### src/rtl/maple_pkg.sv
// rtl/maple_pkg.sv - Shared state encodings and bus-select constants for the Maple transmit path.
package maple_pkg;

    typedef enum logic [6:0] {
        ST_IDLE  = 7'b0000001,
        ST_START = 7'b0000010,
        ST_FETCH = 7'b0000100,
        ST_SEND  = 7'b0001000,
        ST_CRC   = 7'b0010000,
        ST_END   = 7'b0100000,
        ST_DONE  = 7'b1000000
    } maple_state_t;

    localparam logic [1:0] BUS_SEL_NONE  = 2'b00;
    localparam logic [1:0] BUS_SEL_START = 2'b01;
    localparam logic [1:0] BUS_SEL_DATA  = 2'b10;
    localparam logic [1:0] BUS_SEL_END   = 2'b11;

    localparam int MAPLE_MAX_WORDS = 256;
    localparam int WORDS_W         = $clog2(MAPLE_MAX_WORDS) + 1;

endpackage

### src/rtl/maple_word_unpacker.sv
// rtl/maple_word_unpacker.sv - Splits a 32-bit word into MSB-first bytes and keeps the running XOR checksum.
module maple_word_unpacker (
    input  logic        clk,
    input  logic        reset,
    input  logic        frame_clear,
    input  logic        load,
    input  logic [31:0] load_data,
    input  logic        send_en,
    input  logic        crc_sel,
    input  logic        byte_ready,
    output logic [7:0]  byte_data,
    output logic        byte_valid,
    output logic        byte_fire,
    output logic        last_byte
);

    logic [31:0] word_q;
    logic [1:0]  byte_idx;
    logic [7:0]  crc_q;
    logic [7:0]  word_byte;
    logic        data_fire;

    always_comb begin
        word_byte = word_q[31:24];
        case (byte_idx)
            2'd0: word_byte = word_q[31:24];
            2'd1: word_byte = word_q[23:16];
            2'd2: word_byte = word_q[15:8];
            2'd3: word_byte = word_q[7:0];
            default: word_byte = word_q[31:24];
        endcase
    end

    assign byte_data  = crc_sel ? crc_q : word_byte;
    assign byte_valid = send_en;
    assign byte_fire  = send_en && byte_ready;
    assign last_byte  = (byte_idx == 2'd3);
    assign data_fire  = byte_fire && !crc_sel;

    always_ff @(posedge clk) begin
        if (reset) begin
            word_q   <= 32'h0;
            byte_idx <= 2'd0;
            crc_q    <= 8'h0;
        end else begin
            if (frame_clear) begin
                crc_q <= 8'h0;
            end else if (data_fire) begin
                crc_q <= crc_q ^ word_byte;
            end
            if (load) begin
                word_q   <= load_data;
                byte_idx <= 2'd0;
            end else if (data_fire) begin
                byte_idx <= byte_idx + 2'd1;
            end
        end
    end

endmodule

### src/rtl/maple_tx_frame_sequencer.sv
// rtl/maple_tx_frame_sequencer.sv - Maple port transmit frame sequencer: start, data bytes, checksum, end.
module maple_tx_frame_sequencer
    import maple_pkg::*;
#(
    parameter int TIMEOUT = 4096,
    parameter int TO_W    = 12
) (
    input  logic        clk,
    input  logic        reset,
    input  logic        tx_start,
    input  logic [7:0]  tx_len,
    output logic        tx_busy,
    output logic        tx_done,
    output logic        tx_err,
    input  logic [31:0] word_data,
    input  logic        word_valid,
    output logic        word_ready,
    output logic        start_en,
    input  logic        start_done,
    output logic [7:0]  byte_data,
    output logic        byte_valid,
    input  logic        byte_ready,
    output logic        end_en,
    input  logic        end_done,
    output logic [1:0]  bus_sel,
    output logic        bus_oe
);

    maple_state_t        state;
    maple_state_t        state_next;
    logic                entry_q;
    logic [WORDS_W-1:0]  words_left;
    logic [TO_W-1:0]     to_cnt;
    logic                counting;
    logic                timeout;
    logic                word_fire;
    logic                send_en;
    logic                byte_fire;
    logic                last_byte;
    logic                accept;

    assign counting  = (state == ST_START) || (state == ST_SEND) ||
                       (state == ST_CRC)   || (state == ST_END);
    assign timeout   = counting && (to_cnt == TO_W'(TIMEOUT - 1));
    assign word_fire = (state == ST_FETCH) && word_valid;
    assign send_en   = ((state == ST_SEND) || (state == ST_CRC)) && !timeout;
    assign accept    = (state == ST_IDLE) && tx_start;
    assign tx_busy   = (state != ST_IDLE);

    maple_word_unpacker u_unpacker (
        .clk         (clk),
        .reset       (reset),
        .frame_clear (accept),
        .load        (word_fire),
        .load_data   (word_data),
        .send_en     (send_en),
        .crc_sel     (state == ST_CRC),
        .byte_ready  (byte_ready),
        .byte_data   (byte_data),
        .byte_valid  (byte_valid),
        .byte_fire   (byte_fire),
        .last_byte   (last_byte)
    );

    always_comb begin
        state_next = state;
        tx_done    = 1'b0;
        tx_err     = 1'b0;
        start_en   = 1'b0;
        end_en     = 1'b0;
        word_ready = 1'b0;
        bus_sel    = BUS_SEL_NONE;
        bus_oe     = 1'b0;
        case (state)
            ST_IDLE: begin
                if (tx_start) state_next = ST_START;
            end
            ST_START: begin
                start_en = entry_q;
                bus_sel  = BUS_SEL_START;
                bus_oe   = 1'b1;
                if (start_done) state_next = ST_FETCH;
            end
            ST_FETCH: begin
                word_ready = 1'b1;
                bus_sel    = BUS_SEL_DATA;
                bus_oe     = 1'b1;
                if (word_valid) state_next = ST_SEND;
            end
            ST_SEND: begin
                bus_sel = BUS_SEL_DATA;
                bus_oe  = 1'b1;
                if (byte_fire && last_byte)
                    state_next = (words_left == WORDS_W'(1)) ? ST_CRC : ST_FETCH;
            end
            ST_CRC: begin
                bus_sel = BUS_SEL_DATA;
                bus_oe  = 1'b1;
                if (byte_fire) state_next = ST_END;
            end
            ST_END: begin
                end_en  = entry_q;
                bus_sel = BUS_SEL_END;
                bus_oe  = 1'b1;
                if (end_done) state_next = ST_DONE;
            end
            ST_DONE: begin
                tx_done    = 1'b1;
                state_next = ST_IDLE;
            end
            default: state_next = ST_IDLE;
        endcase
        // A stuck encoder releases the lines immediately and abandons the frame.
        if (timeout) begin
            state_next = ST_IDLE;
            tx_err     = 1'b1;
            start_en   = 1'b0;
            end_en     = 1'b0;
            bus_sel    = BUS_SEL_NONE;
            bus_oe     = 1'b0;
        end
    end

    always_ff @(posedge clk) begin
        if (reset) begin
            state      <= ST_IDLE;
            entry_q    <= 1'b0;
            words_left <= '0;
            to_cnt     <= '0;
        end else begin
            state   <= state_next;
            entry_q <= (state_next != state);
            if (accept)
                words_left <= WORDS_W'(tx_len) + WORDS_W'(1);
            else if ((state == ST_SEND) && byte_fire && last_byte)
                words_left <= words_left - WORDS_W'(1);
            if ((state_next != state) || byte_fire || word_fire || !counting)
                to_cnt <= '0;
            else
                to_cnt <= to_cnt + TO_W'(1);
        end
    end

endmodule

### config.mk
export PLATFORM = sky130hd
export DESIGN_NAME = maple_tx_frame_sequencer
export DESIGN_NICKNAME = d
export VERILOG_FILES = /design/src/rtl/maple_pkg.sv /design/src/rtl/maple_word_unpacker.sv /design/src/rtl/maple_tx_frame_sequencer.sv
export SDC_FILE = /design/constraint.sdc
export NUM_CORES = 1
export LEC_CHECK = 0
export CORE_MARGIN = 3
export CORE_UTILIZATION = 40
export CTS_CLUSTER_DIAMETER = 120
export CTS_CLUSTER_SIZE = 12
export DETAILED_ROUTE_END_ITERATION = 16
export PLACE_DENSITY = 0.63
export SYNTH_ARGS = -nofsm -noshare
export SYNTH_HDL_FRONTEND = slang
export SYNTH_SLANG_ARGS = --single-unit
### constraint.sdc
create_clock -name clk -period 3.3 [get_ports clk]
set_input_delay 0.66 -clock clk [delete_from_list [all_inputs] [get_ports clk]]
set_output_delay 0.66 -clock clk [all_outputs]
set_load 0.005 [all_outputs]
==> flow_summary_export.csv, run 1 <==
group,metric,value,unit
clock_network,cts_buffers,9,
status,status,"complete, no violations",
critical_path,rr_startpoint,"to_cnt[0]$_SDFF_PP0_",
synthesis,yosys.area_share.simple,0.297,
clock_network,clock_latency,0.35,ns
timing,fin_skew,0.0102,ns
global_routing,grt_pass1_vias,3208,
critical_path,start_kind,"register",
synthesis,synth_edf_count,0,
power_and_ir_drop,p_sw_frac,0.280,
timing,fmaxAchievable,0.317,GHz
route,via_per_inst,5.47,
critical_path,crit_type,"reg2out",
synthesis,synthXorXnorAreaFrac,0.0767,
placement,io_buffers,64,
placement,gp_congestion,0.924,
synthesis,ys_warn_count,0,
synthesis,yosysSeqAreaShare,0.377,
synthesis,ys_async_sr_fraction,0,
hold_path,hold_depth,2,
timing,tightest_slew,0.716,ns
cells_and_area,layout-drive-gt1-share,0.0868,
critical_path,crit_fanout,19,
critical_path,reg2reg_to,"to_cnt[0]$_SDFF_PP0_",
synthesis,synth_top_family_by_area,"simple AND/OR/NAND/NOR gates",
timing,whs,0.456,ns
synthesis,ys_seq_elements,71,
synthesis,yosys.area.top_type_share,0.377,
global_routing,track_usage,0.182,
run,maxCapViolations,0,
timing,fin_crit,3.16,ns
cells_and_area,insertedDiodeCount,0,
clock_network,clk_path_buf_depth,2,
timing,slew_headroom,0.521,
clock_network,cts_tree,"built",
power_and_ir_drop,power.leakage,1.69,nW
critical_path,r2r_cells,7,
synthesis,ys_top_cells_by_area,"dfxtp_1 (38%), nand2_1 (11%), a21oi_1 (5.3%), xor2_1 (4.4%), nor2_1 (3.3%)",
synthesis,synthFlopType,"dfxtp_1",
timing,setup-violations-final,0,
power_and_ir_drop,combPwrFrac,0.133,
power_and_ir_drop,vdd_drop_max,0.221,mV
die,die-area,10600,sq um
global_routing,grt_pass1_wl,15300,microns
timing,tns,0,ns
clock_network,holdBufCountCts,0,
synthesis,syn_area_per_cell,8.00,sq um
die,initial_core_util,0.422,
synthesis,syn_nets,526,
power_and_ir_drop,powerDensity,376,nW/um^2
route,vias,3490,
critical_path,crit_buf_inv,2,
power_and_ir_drop,p_clk_frac,0.359,
critical_path,worstPathRequired,2.64,ns
critical_path,cpLargestDelayFamily,"simple AND/OR/NAND/NOR gates",
clock_network,cts_htree_levels,3,
global_routing,antenna_found_initial,0,
route,drt_iter0_drc,203,
cells_and_area,final_cells,638,
placement,dpl.hpwl,6930,microns
route,drtAntennaViolNets,0,
cells_and_area,nFillCells,906,
timing,fin_ws,0.143,ns
die,ioPinCount,65,
placement,dp.cells,622,
route,drt-pass1-iter-count,8,
die,core-area,8930,sq um
critical_path,arrival,2.50,ns
hold_path,hold_path.class,"reg2reg",
synthesis,synthCells,471,
timing,rsz0062_at_grt,"no",
synthesis,synth_mux_area_frac,0.00266,
cells_and_area,syn2layout_area_growth,24.1,%
synthesis,synth-compound-area-share,0.181,
power_and_ir_drop,pwr-share-seq,0.508,
clock_network,path_clk_slew,0.07,ns
synthesis,synth_area,3770,sq um
route,totalWireLength,9550,microns
timing,post-route-period-util,0.957,
clock_network,cts.sinks,71,
critical_path,end_kind,"primary output",
synthesis,yosysTopAreaCell,"dfxtp_1",
power_and_ir_drop,total_power,1.76,mW
timing,finalMaxSlewViolations,0,
critical_path,r2r_setup_slack,0.48,ns
global_routing,grt-ovfl-total,0,
synthesis,synthAdderAreaFrac,0.0266,
power_and_ir_drop,internal-power,1.26,mW
critical_path,cpMaxStageDelayCell,"nor4_1",
die,rows,34,
die,die_x,103,microns
power_and_ir_drop,p_sw,0.493,mW
die,die_y,103,microns
hold_path,hp-start,"u_unpacker.word_q[26]$_SDFFE_PP0P_",
route,wl_per_cell,15.0,microns
clock_network,root_buffer,"clkbuf_8",
clock_network,postCtsSetupBuffers,0,
global_routing,grt_max_degree,36,
critical_path,slowest_delay,0.51,ns
timing,hold_violations,0,
critical_path,cp_cell_sequence,"nor4_1 > and3_1 > buf_4 > nor2_1 > a21o_1 > clkdlybuf4s50_1",
cells_and_area,final_net_count,580,
synthesis,netlist-cell-type-count,56,
placement,place_ws,0.483,ns
hold_path,whs_endpoint,"u_unpacker.word_q[26]$_SDFFE_PP0P_",
route,drc,0,
per-stage QoR:
stage                      util  instance area (sq um)
after floorplan               -                   3770
after global placement    0.502                   4480
after detailed placement  0.502                   4480
after CTS                 0.522                   4660
after global routing      0.523                   4680
final                     0.523                   4680
cells by family (layout without fill, tap and decap cells):
kind of cell,after synthesis,count (layout)
and+or+nand+nor,223,223
muxes,1,1
AOI/OAI and AO/OA,98,98
adders and majority gates,8,8
xor gates and xnor gates,33,33
buffers and inverters,37,96
DFF,71,71
placed cells by master (no fill, tap or decap), types with 6 or more instances in the layout:
| master | n |
|---|---|
| a21oi_1 | 40 |
| inv_1 | 8 |
| xor2_1 | 19 |
| nand4_1 | 8 |
| and2_1 | 6 |
| dfxtp_1 | 71 |
| a211oi_1 | 6 |
| nor3_1 | 16 |
| buf_4 | 8 |
| nor3_2 | 10 |
| nand2_1 | 109 |
| clkbuf_8 | 9 |
| clkdlybuf4s50_1 | 63 |
| nor2_1 | 33 |
| nand3_1 | 7 |
| ha_1 | 8 |
| xnor2_1 | 14 |
| a21o_1 | 8 |
| a222oi_1 | 8 |
| o21a_1 | 11 |
sequential cells by signal, indices dropped and copies added, names as in the netlist:
name,count
entry_q,1
state,7
to_cnt,12
u_unpacker.byte_idx,2
u_unpacker.crc_q,8
u_unpacker.word_q,32
words_left,9
power groups by stage:
stage               sequential (mW)  combinational [mW]  clock [mW]
floorplan                     0.904               0.130           0
global route                  0.895               0.254       0.687
global placement              0.911               0.230           0
detailed placement            0.911               0.231           0
CTS                           0.891               0.233       0.657
finish                        0.893               0.235       0.631
cell usage after synthesis (5+ instances only):
| master | n |
|---|---|
| o21a_1 | 11 |
| a222oi_1 | 8 |
| and2_1 | 6 |
| a21o_1 | 8 |
| nand4_1 | 8 |
| inv_1 | 8 |
| a211o_1 | 5 |
| nor3_1 | 16 |
| xnor2_1 | 14 |
| nand3_1 | 7 |
| nor3_2 | 11 |
| a211oi_1 | 6 |
| xor2_1 | 19 |
| nor2_1 | 33 |
| a21oi_1 | 40 |
| nand2_1 | 109 |
| ha_1 | 8 |
| clkbuf_1 | 24 |
| dfxtp_1 | 71 |
layer usage:
metal | GRT usage | wire length, microns
met1 | 0.239 | 4250
met2 | 0.305 | 4670
met3 | 0.0447 | 544
met4 | 0.0388 | 87
met5 | 0 | 0
how the worst max path moves through the flow:
stage / start / end / slack [ns] / depth (start not counted)
after floorplan: to_cnt[0]$_SDFF_PP0_ / to_cnt[10]$_SDFF_PP0_ / 0.75 / 8
after global placement: state[1]$_SDFF_PP0_ / tx_err / 0.53 / 5
after detailed placement: to_cnt[0]$_SDFF_PP0_ / to_cnt[0]$_SDFF_PP0_ / 0.48 / 7
after CTS: state[1]$_SDFF_PP0_ / tx_err / 0.13 / 5
after global routing: to_cnt[0]$_SDFF_PP0_ / tx_err / 0.01 / 5
final: state[5]$_SDFF_PP0_ / byte_data[0] / 0.14 / 6
area by class of cell:
type,instances,area (sq um),share of cell area
Multi-Input combinational cell,363,2210,0.473
Sequential cell,71,1420,0.304
Timing Repair Buffer,72,696,0.149
Tap cell,108,135,0.0289
Clock buffer,9,124,0.0265
Clock inverter,7,56.3,0.0120
Inverter,8,30.0,0.00642
worst reg2reg max path: stages, from the launching register on:
cell	delay, ns
dfxtp_1	0.42
ha_1	0.26
nand2_1	0.15
or4_4	0.51
a311o_1	0.42
a211o_1	0.31
a32o_2	0.39
nor4b_2	0.26
what timing repair did:
item / in CTS / in global routing
endpoints found under the hold margin: 0 / 0
endpoints found under the setup margin: 0 / 3
resized for setup: 0 / 2
(Power assumes the default switching activity.)
==> run 2, diff against run 1 <==
==> constraint.sdc (replaced) <==
create_clock -name clk -period 3.9 [get_ports clk]
set_input_delay 0.78 -clock clk [delete_from_list [all_inputs] [get_ports clk]]
set_output_delay 0.78 -clock clk [all_outputs]
set_load 0.005 [all_outputs]
==> flow_summary_export.csv, run 2 (same netlist as run 1, synthesis figures left out) <==
group,metric,value,unit
status,status,"complete, no violations",
global_routing,grt_max_degree,37,
clock_network,cts_htree_levels,3,
clock_network,postCtsSetupBuffers,0,
timing,post-route-period-util,0.868,
critical_path,r2r_cells,7,
die,die-area,10600,sq um
clock_network,root_buffer,"clkbuf_8",
die,die_y,103,microns
timing,fin_crit,3.38,ns
placement,placed_area,4470,sq um
critical_path,reg2reg_to,"entry_q$_SDFF_PP0_",
route,totalWireLength,9360,microns
critical_path,rr_startpoint,"to_cnt[0]$_SDFF_PP0_",
global_routing,grt_pass1_wl,15700,microns
critical_path,end_kind,"primary output",
global_routing,grt-ovfl-total,0,
hold_path,hold_depth,2,
cells_and_area,largest_registers,"u_unpacker.word_q (32), to_cnt (12), words_left (9)",
placement,dpl.hpwl,6830,microns
cells_and_area,fin_area,4710,sq um
timing,setup-violations-final,0,
power_and_ir_drop,power.leakage,1.71,nW
route,drt_iter0_drc,226,
timing,rsz0062_at_grt,"no",
route,drtAntennaViolNets,0,
timing,slew_headroom,0.299,
cells_and_area,regMostFlops,"u_unpacker.word_q",
critical_path,start_kind,"register",
clock_network,clock_latency,0.35,ns
cells_and_area,syn2layout_area_growth,25.0,%
cells_and_area,largest_reg_flops,32,
global_routing,antenna_found_initial,0,
die,die_x,103,microns
cells_and_area,insertedDiodeCount,0,
route,vias,3458,
clock_network,path_clk_slew,0.08,ns
power_and_ir_drop,powerDensity,355,nW/um^2
cells_and_area,nFillCells,901,
timing,tns,0,ns
cells_and_area,layout-drive-gt1-share,0.0833,
die,core-area,8930,sq um
route,via_per_inst,5.44,
cells_and_area,final_net_count,578,
route,wl_per_cell,14.7,microns
clock_network,cts.sinks,71,
die,initial_core_util,0.422,
placement,io_buffers,64,
critical_path,cp_num_cells,5,
timing,fin_skew,0.0110,ns
clock_network,holdBufCountCts,0,
timing,fmaxAchievable,0.296,GHz
hold_path,hold_path.class,"reg2reg",
hold_path,hp-start,"u_unpacker.word_q[26]$_SDFFE_PP0P_",
critical_path,worstPathRequired,3.12,ns
die,rows,34,
route,drt-pass1-iter-count,6,
critical_path,cp_cell_sequence,"nor4_1 > and3_1 > nor2_1 > a21o_1 > clkdlybuf4s50_1",
global_routing,grt_pass1_vias,3369,
power_and_ir_drop,vdd_drop_max,0.174,mV
critical_path,r2r_setup_slack,1.00,ns
critical_path,crit_fanout,19,
critical_path,cpMaxStageDelayCell,"and3_1",
critical_path,arrival,2.60,ns
clock_network,cts_buffers,9,
run,maxCapViolations,0,
timing,finalMaxSlewViolations,0,
cells_and_area,layout_commonest_cell,"nand2_1",
critical_path,cpLargestDelayFamily,"simple AND/OR/NAND/NOR gates",
hold_path,whs_endpoint,"u_unpacker.word_q[26]$_SDFFE_PP0P_",
critical_path,crit_buf_inv,1,
critical_path,slowest_delay,0.65,ns
cells_and_area,utilization,0.527,
timing,tightest_slew,1.05,ns
clock_network,cts_tree,"built",
placement,gp_congestion,0.890,
global_routing,track_usage,0.186,
clock_network,cts_resized,0,
route,drc,0,
critical_path,crit_type,"reg2out",
clock_network,clk_path_buf_depth,2,
cells_and_area,final_cell_mix,"nand2_1 (109), dfxtp_1 (71), clkdlybuf4s50_1 (63)",
die,ioPinCount,65,
timing,hold_violations,0,
## run 2: changes by cell type in the layout (fill, tap and decap cells not counted), sizes merged
cell,change
buf,-2
bufinv,+3
clkinvlp,-1
inv,-2
## run 2: worst register-to-register path: stages (launching register included)
cell,delay (ns)
dfxtp_1,0.44
ha_1,0.27
nand2_1,0.16
or4_4,0.52
a311o_1,0.44
a211o_1,0.33
a32o_2,0.40
o21ba_1,0.23
## run 2: metrics by stage
step	worst slack (ns)	total power, mW	hold slack (ns)	instances
after global placement	0.956	0.966	0.443	620
final	0.517	1.67	0.458	636
after floorplan	1.35	0.875	0.436	471
after CTS	0.481	1.69	0.457	636
after global routing	0.298	1.74	0.473	636
after detailed placement	0.879	0.967	0.447	620
## run 2: final cells by class
cell class,instances,area [sq um],area share
Multi-Input combinational cell,363,2200,0.467
Sequential cell,71,1420,0.302
Timing Repair Buffer,70,681,0.144
Tap cell,108,135,0.0287
Clock buffer,9,124,0.0263
Clock inverter,7,121,0.0258
Inverter,8,30.0,0.00637
## run 2: worst max-delay path by stage
| stage | slack [ns] | start | end |
|---|---|---|---|
| 2_1_floorplan | 1.35 | to_cnt[0]$_SDFF_PP0_ | to_cnt[10]$_SDFF_PP0_ |
| 3_3_place_gp | 0.96 | state[5]$_SDFF_PP0_ | byte_data[6] |
| 3_5_place_dp | 0.88 | state[5]$_SDFF_PP0_ | byte_data[3] |
| 4_1_cts | 0.48 | state[5]$_SDFF_PP0_ | byte_data[5] |
| 5_1_grt | 0.30 | state[5]$_SDFF_PP0_ | byte_data[5] |
| 6_report | 0.52 | state[5]$_SDFF_PP0_ | byte_data[5] |
## run 2: routing by layer
| layer | global-route usage | routed length [microns] | up-vias |
|---|---|---|---|
| li1 | - | - | 1758 |
| met3 | 0.0311 | 384 | 12 |
| met1 | 0.253 | 4410 | 1616 |
| met5 | 0 | 0 | - |
| met2 | 0.300 | 4420 | 72 |
| met4 | 0.0618 | 148 | 0 |
## run 2: report_power, final
part / switching, mW / total [mW] / internal [mW] / leakage (nW)
Sequential: 0.0155 / 0.754 / 0.739 / 0.574
Combinational: 0.102 / 0.196 / 0.0940 / 1.01
Clock: 0.295 / 0.722 / 0.427 / 0.123
Total: 0.412 / 1.67 / 1.26 / 1.71
